===== config.mk =====
export PLATFORM = sky130hd
export DESIGN_NAME = uart_cmd_parser
export DESIGN_NICKNAME = d
export VERILOG_FILES = /design/src/rtl/uart_cmd_parser.sv
export SDC_FILE = /design/constraint.sdc
export NUM_CORES = 1
export LEC_CHECK = 0
export ABC_AREA = 1
export BUFFER_PORTS_ARGS = -buffer_cell sky130_fd_sc_hd__buf_2
export CAP_MARGIN = 20
export CELL_PAD_IN_SITES_DETAIL_PLACEMENT = 1
export CELL_PAD_IN_SITES_GLOBAL_PLACEMENT = 1
export CORE_MARGIN = 2
export CORE_UTILIZATION = 45
export DETAILED_ROUTE_END_ITERATION = 16
export GPL_ROUTABILITY_DRIVEN = 0
export PLACE_DENSITY = 0.84
export SETUP_SLACK_MARGIN = 0.3
export SLEW_MARGIN = 20
export SYNTH_ARGS = -nofsm -noshare
export SYNTH_HDL_FRONTEND = slang
export SYNTH_SLANG_ARGS = --single-unit

===== constraint.sdc =====
create_clock -name i_Clock -period 12.1 [get_ports i_Clock]
set_input_delay 2.42 -clock i_Clock [delete_from_list [all_inputs] [get_ports i_Clock]]
set_output_delay 2.42 -clock i_Clock [all_outputs]
set_load 0.005 [all_outputs]

===== src/rtl/uart_cmd_parser.sv =====
// uart_cmd_parser
// Parses framed commands arriving as a byte stream from a UART receiver.
// Frame: SYNC_BYTE, CMD, LEN, DATA[0..LEN-1], CSUM where CSUM is the XOR of
// CMD, LEN and every DATA byte. Good frames are published to a read-side
// copy of command, length and payload; aborted frames leave it untouched.
//
// Ports
//   i_Clock        system clock, rising edge
//   i_Reset        asynchronous active-high reset
//   i_RX_DV        one-cycle strobe qualifying i_RX_Byte
//   i_RX_Byte      received byte
//   i_Rd_Addr      payload read index
//   o_Rd_Data      payload byte at i_Rd_Addr (00 when index >= o_Len)
//   o_Cmd          command byte of last good frame
//   o_Len          payload length of last good frame
//   o_Frame_Valid  one-cycle pulse, good frame received
//   o_Err          one-cycle pulse, frame aborted
//   o_Err_Code     cause of last abort: 01 checksum, 10 length, 11 timeout
module uart_cmd_parser #(
  parameter logic [7:0]  SYNC_BYTE    = 8'hA5,
  parameter int unsigned MAX_LEN      = 8,
  parameter int unsigned TIMEOUT_CLKS = 104160
) (
  input  logic       i_Clock,
  input  logic       i_Reset,
  input  logic       i_RX_DV,
  input  logic [7:0] i_RX_Byte,
  input  logic [3:0] i_Rd_Addr,
  output logic [7:0] o_Rd_Data,
  output logic [7:0] o_Cmd,
  output logic [4:0] o_Len,
  output logic       o_Frame_Valid,
  output logic       o_Err,
  output logic [1:0] o_Err_Code
);

  localparam int unsigned TW        = $clog2(TIMEOUT_CLKS + 1);
  localparam logic [7:0]  MAX_LEN_B = 8'(MAX_LEN);

  typedef enum logic [2:0] {
    IDLE,
    GET_CMD,
    GET_LEN,
    GET_DATA,
    GET_CSUM
  } state_t;

  state_t state, state_nxt;

  logic [TW-1:0] tmo_cnt;
  logic          tmo_hit;

  logic [7:0] work_cmd;
  logic [4:0] work_len;
  logic [7:0] csum;
  logic [3:0] idx;
  // Buffers span the full 4-bit read address range so any i_Rd_Addr
  // indexes a real entry; entries at or above the length are masked.
  logic [7:0] work_buf [16];
  logic [7:0] rd_buf   [16];

  logic       frame_ok;
  logic       abort;
  logic [1:0] abort_code;
  logic       cap_cmd;
  logic       cap_len;
  logic       cap_data;

  // Counter value equals the number of clocks since the last byte strobe
  // while a frame is open; expiry aborts on the following edge.
  assign tmo_hit = (state != IDLE) && (tmo_cnt == TW'(TIMEOUT_CLKS));

  always_ff @(posedge i_Clock or posedge i_Reset) begin
    if (i_Reset) state <= IDLE;
    else         state <= state_nxt;
  end

  always_comb begin
    state_nxt  = state;
    frame_ok   = 1'b0;
    abort      = 1'b0;
    abort_code = 2'b00;
    cap_cmd    = 1'b0;
    cap_len    = 1'b0;
    cap_data   = 1'b0;
    // Timeout is checked first so a byte landing on the expiry cycle is dropped.
    if (tmo_hit) begin
      abort      = 1'b1;
      abort_code = 2'b11;
      state_nxt  = IDLE;
    end else if (i_RX_DV) begin
      case (state)
        IDLE: begin
          if (i_RX_Byte == SYNC_BYTE) state_nxt = GET_CMD;
        end
        GET_CMD: begin
          cap_cmd   = 1'b1;
          state_nxt = GET_LEN;
        end
        GET_LEN: begin
          if (i_RX_Byte == 8'h00) begin
            cap_len   = 1'b1;
            state_nxt = GET_CSUM;
          end else if (i_RX_Byte > MAX_LEN_B) begin
            abort      = 1'b1;
            abort_code = 2'b10;
            state_nxt  = IDLE;
          end else begin
            cap_len   = 1'b1;
            state_nxt = GET_DATA;
          end
        end
        GET_DATA: begin
          cap_data = 1'b1;
          if ({1'b0, idx} == work_len - 5'd1) state_nxt = GET_CSUM;
        end
        GET_CSUM: begin
          if (i_RX_Byte == csum) begin
            frame_ok = 1'b1;
          end else begin
            abort      = 1'b1;
            abort_code = 2'b01;
          end
          state_nxt = IDLE;
        end
        default: state_nxt = IDLE;
      endcase
    end
  end

  always_ff @(posedge i_Clock or posedge i_Reset) begin
    if (i_Reset) begin
      tmo_cnt <= '0;
    end else if (i_RX_DV || tmo_hit || state == IDLE) begin
      tmo_cnt <= '0;
    end else begin
      tmo_cnt <= tmo_cnt + TW'(1);
    end
  end

  always_ff @(posedge i_Clock or posedge i_Reset) begin
    if (i_Reset) begin
      work_cmd      <= '0;
      work_len      <= '0;
      csum          <= '0;
      idx           <= '0;
      work_buf      <= '{default: '0};
      rd_buf        <= '{default: '0};
      o_Cmd         <= '0;
      o_Len         <= '0;
      o_Frame_Valid <= 1'b0;
      o_Err         <= 1'b0;
      o_Err_Code    <= 2'b00;
    end else begin
      o_Frame_Valid <= frame_ok;
      o_Err         <= abort;
      if (abort) o_Err_Code <= abort_code;

      if (cap_cmd) begin
        work_cmd <= i_RX_Byte;
        csum     <= i_RX_Byte;
      end
      if (cap_len) begin
        work_len <= i_RX_Byte[4:0];
        csum     <= csum ^ i_RX_Byte;
        idx      <= '0;
      end
      if (cap_data) begin
        work_buf[idx] <= i_RX_Byte;
        csum          <= csum ^ i_RX_Byte;
        idx           <= idx + 4'd1;
      end

      if (frame_ok) begin
        o_Cmd  <= work_cmd;
        o_Len  <= work_len;
        rd_buf <= work_buf;
      end
    end
  end

  always_comb begin
    o_Rd_Data = '0;
    if ({1'b0, i_Rd_Addr} < o_Len) o_Rd_Data = rd_buf[i_Rd_Addr];
  end

endmodule


==> impl_metrics.tcl <==
set metrics [dict create \
    status "finished clean" \
    antenna_found_initial 2 \
    max-cap-violations 0 \
    cts_buffers 37 \
    required_ns 9.68 \
    setup_slack_ns 4.60 \
    die_y_um 183 \
    cts_tree "yes" \
    start_kind "input port" \
    grt_use_met1_pct 36.2 \
    r2r-end "rd_buf[117]$_DFFE_PP0P_" \
    final.setup.tns_ns 0 \
    die_x_um 183 \
    grt_max_degree 101 \
    routed_wl_um 44200 \
    worst_path_max_delay_cell "inv_2" \
    drt-initial-drc-count 1050 \
    slowest_delay_ns 0.86 \
    fin_crit_ns 7.50 \
    cts_root_buffer "clkbuf_16" \
    hold_class "flip-flop to flip-flop" \
    synth_cells 1711 \
    netlist_top_cells_area "dfrtp_1 (55%), nand2_1 (15%), nand4_1 (6.5%), o21ai_0 (6.3%), nor2_1 (3.0%)" \
    powerDensity_nw_per_um2 178 \
    cts_hold_buf 0 \
    htree_num_levels 2 \
    grt_overflow_total 0 \
    ys_seq_area_share_pct 55.0 \
    ir_drop_v 0.000113 \
    drt_first_pass_iters 5 \
    wl_per_cell_um 20.9 \
    rr_worst_depth 11 \
    std_cell_rows 65 \
    synth.top_cells.by_count "nand2_1 (580), dfrtp_1 (318), o21ai_0 (182)" \
    synth_fp_nets 1736 \
    globalRouteMet2Util_pct 44.7 \
    slew_headroom_pct 24.9 \
    grt_pass1_vias 13138 \
    yosysTopAreaCell "dfrtp_1" \
    io_buffers 39 \
    yosysWarnings 0 \
    place_hpwl_um 25800 \
    rrSetupSlack_ns 8.62 \
    post-route-period-util_pct 62.0 \
    hp-start "rd_buf[114]$_DFFE_PP0P_" \
    start_util_pct 45.7 \
    dpl_worst_slack_ns 4.68 \
    netlist_area_um2 14500 \
    worst_pin_slew_ns 1.13 \
    fin_nets 1711 \
    drive_gt1_share_pct 7.83 \
    finalSetupViolCount 0 \
    crit_arrival_ns 5.08 \
    detail-route-antenna-nets 0 \
    synth.distinct_cells 35 \
    yosysMostFrequentCell "nand2_1" \
    final_util_pct 50.4 \
    grt.met3_usage_pct 3.16 \
    max_freq_ghz 0.133 \
    reg2reg_from "tmo_cnt[0]$_DFF_PP0_" \
    async_flop_share_pct 100 \
    path_max_fanout 65 \
    die_area_um2 33600 \
    cp_cell_sequence "buf_2, buf_4, inv_2, nand2_1, a21oi_1, a21boi_0, buf_2" \
    slew_viol_final 0 \
    yosysTopAreaCellShare_pct 55.0 \
    worstHoldEndpoint "rd_buf[114]$_DFFE_PP0P_" \
    n_fill_cell 3754 \
    cellLeakagePower_nw 7.92 \
    placed_area_um2 14800 \
    endpoint_kind "primary output" \
    synth_ff_type "dfrtp_1" \
    cts-resized-gates 0 \
    grt_pass1_wl_um 71900 \
    top_usage_layer "met2" \
    ys_ff_latch 318 \
    fin_hold_ws_ns 0.469 \
    cpMostUsedCell "buf_2" \
    ios 40 \
    finalHoldViolCount 0 \
    postCtsSetupRepairBufs 0 \
    routed_via_density 5.87 \
    finClkSkew_ns 0.0208 \
    path_clk_slew_ns 0.06 \
    drc 0 \
    vias 12416 \
    clk_path_buf_depth 3 \
    whs_path_depth 2 \
    synth-edff-count 0 \
    finalInstanceArea_um2 16000 \
    crit_type "input port to primary output" \
    worstSkewPairLatency_ns 0.52 \
    avgSynthCellArea_um2 8.45 \
    core_area_um2 31600 \
    grt_use_total_pct 27.0 \
    numClockSinks 318 \
    rsz0062_at_grt "no" \
    area_growth_pct 10.3 \
]
-- logic make-up (layout without fill, tap and decap cells) --
logic type               after synthesis  count (layout)  synth area share [%]
AND/OR/NAND/NOR                      938             938                  28.7
flip-flops                           318             318                  55.0
AO/OA/AOI/OAI                        243             243                  8.91
buffers and inverters                183             184                  5.38
XOR/XNOR                              19              19                  1.15
adder cells (fa/ha/maj)               10              10                 0.865
other                                  0               1                     0
-- through the flow --
step / cells / power, mW
after floorplan: 1711 / 1.61
after global placement: 2048 / 1.71
after detailed placement: 2049 / 1.75
after CTS: 2114 / 2.85
after global routing: 2114 / 2.97
final: 2115 / 2.84
-- worst max path at each step --
stage	endpoint	slack, ns	start	cells past startpoint
floorplan	csum[0]$_DFFE_PP0P_	0.88	i_Reset	1
global placement	o_Rd_Data[6]	4.71	i_Rd_Addr[0]	7
detailed placement	o_Rd_Data[6]	4.68	i_Rd_Addr[0]	7
CTS	o_Rd_Data[6]	4.66	i_Rd_Addr[0]	7
global route	o_Rd_Data[6]	4.44	i_Rd_Addr[0]	7
finish	o_Rd_Data[6]	4.60	i_Rd_Addr[0]	7
-- registers in the layout (all words and copies together) (netlist names), 2 cells and up --
name and cells:
tmo_cnt 17, idx 4, o_Cmd 8, state 3, o_Err_Code 2, o_Len 5
work_cmd 8, work_len 5, rd_buf 128, csum 8, work_buf 128
-- critical path: cells and delay by family --
family                 cells  cell delay, ns
buffers and inverters      4            1.50
AO/OA/AOI/OAI              2            1.02
AND/OR/NAND/NOR            1            0.11
-- layout make-up --
| type | count | area (µm²) | share of cell area, % |
|---|---|---|---|
| sequential | 318 | 7960 | 49.9 |
| tap | 402 | 503 | 3.15 |
| multi-input combinational | 1210 | 5740 | 36.0 |
| antenna | 1 | 2.50 | 0.0157 |
| clock inverter | 14 | 82.6 | 0.517 |
| clock buffer | 51 | 1110 | 6.96 |
| inverter | 68 | 265 | 1.66 |
| timing repair buffer | 51 | 298 | 1.87 |
-- routing by layer --
metal / wire (µm) / vias to the layer above / share of wire (%)
li1: - / 5643 / -
met1: 18600 / 6298 / 42
met2: 21500 / 366 / 49
met3: 2310 / 109 / 5.2
met4: 1770 / 0 / 4.0
met5: 0 / - / 0
-- power by group --
group	leakage, nW	switching, mW	internal, mW
registers	4.38	0.104	1.21
logic	2.94	0.295	0.132
clock network	0.597	0.453	0.643
total	7.92	0.852	1.99
-- cell usage in the layout (no fill, tap or decap), types with 2 or more instances in the layout --
| master | count |
|---|---|
| nand2_1 | 580 |
| clkinv_2 | 10 |
| inv_1 | 61 |
| nor3_1 | 9 |
| dfrtp_1 | 318 |
| o31ai_1 | 2 |
| nor3b_1 | 2 |
| inv_6 | 2 |
| nand4_1 | 150 |
| nand3b_1 | 4 |
| buf_2 | 39 |
| nand3_1 | 62 |
| clkbuf_8 | 9 |
| nor2_1 | 117 |
| xor2_1 | 8 |
| xnor2_1 | 11 |
| o22ai_1 | 23 |
| a221oi_1 | 7 |
| clkinvlp_4 | 2 |
| nor2_4 | 2 |
| nand3_4 | 8 |
| o21ai_0 | 182 |
| a21oi_1 | 24 |
| inv_2 | 5 |
| ha_1 | 10 |
| clkbuf_1 | 3 |
| clkbuf_16 | 39 |
| buf_4 | 11 |
No activity file was read; power rests on OpenSTA's default activity.
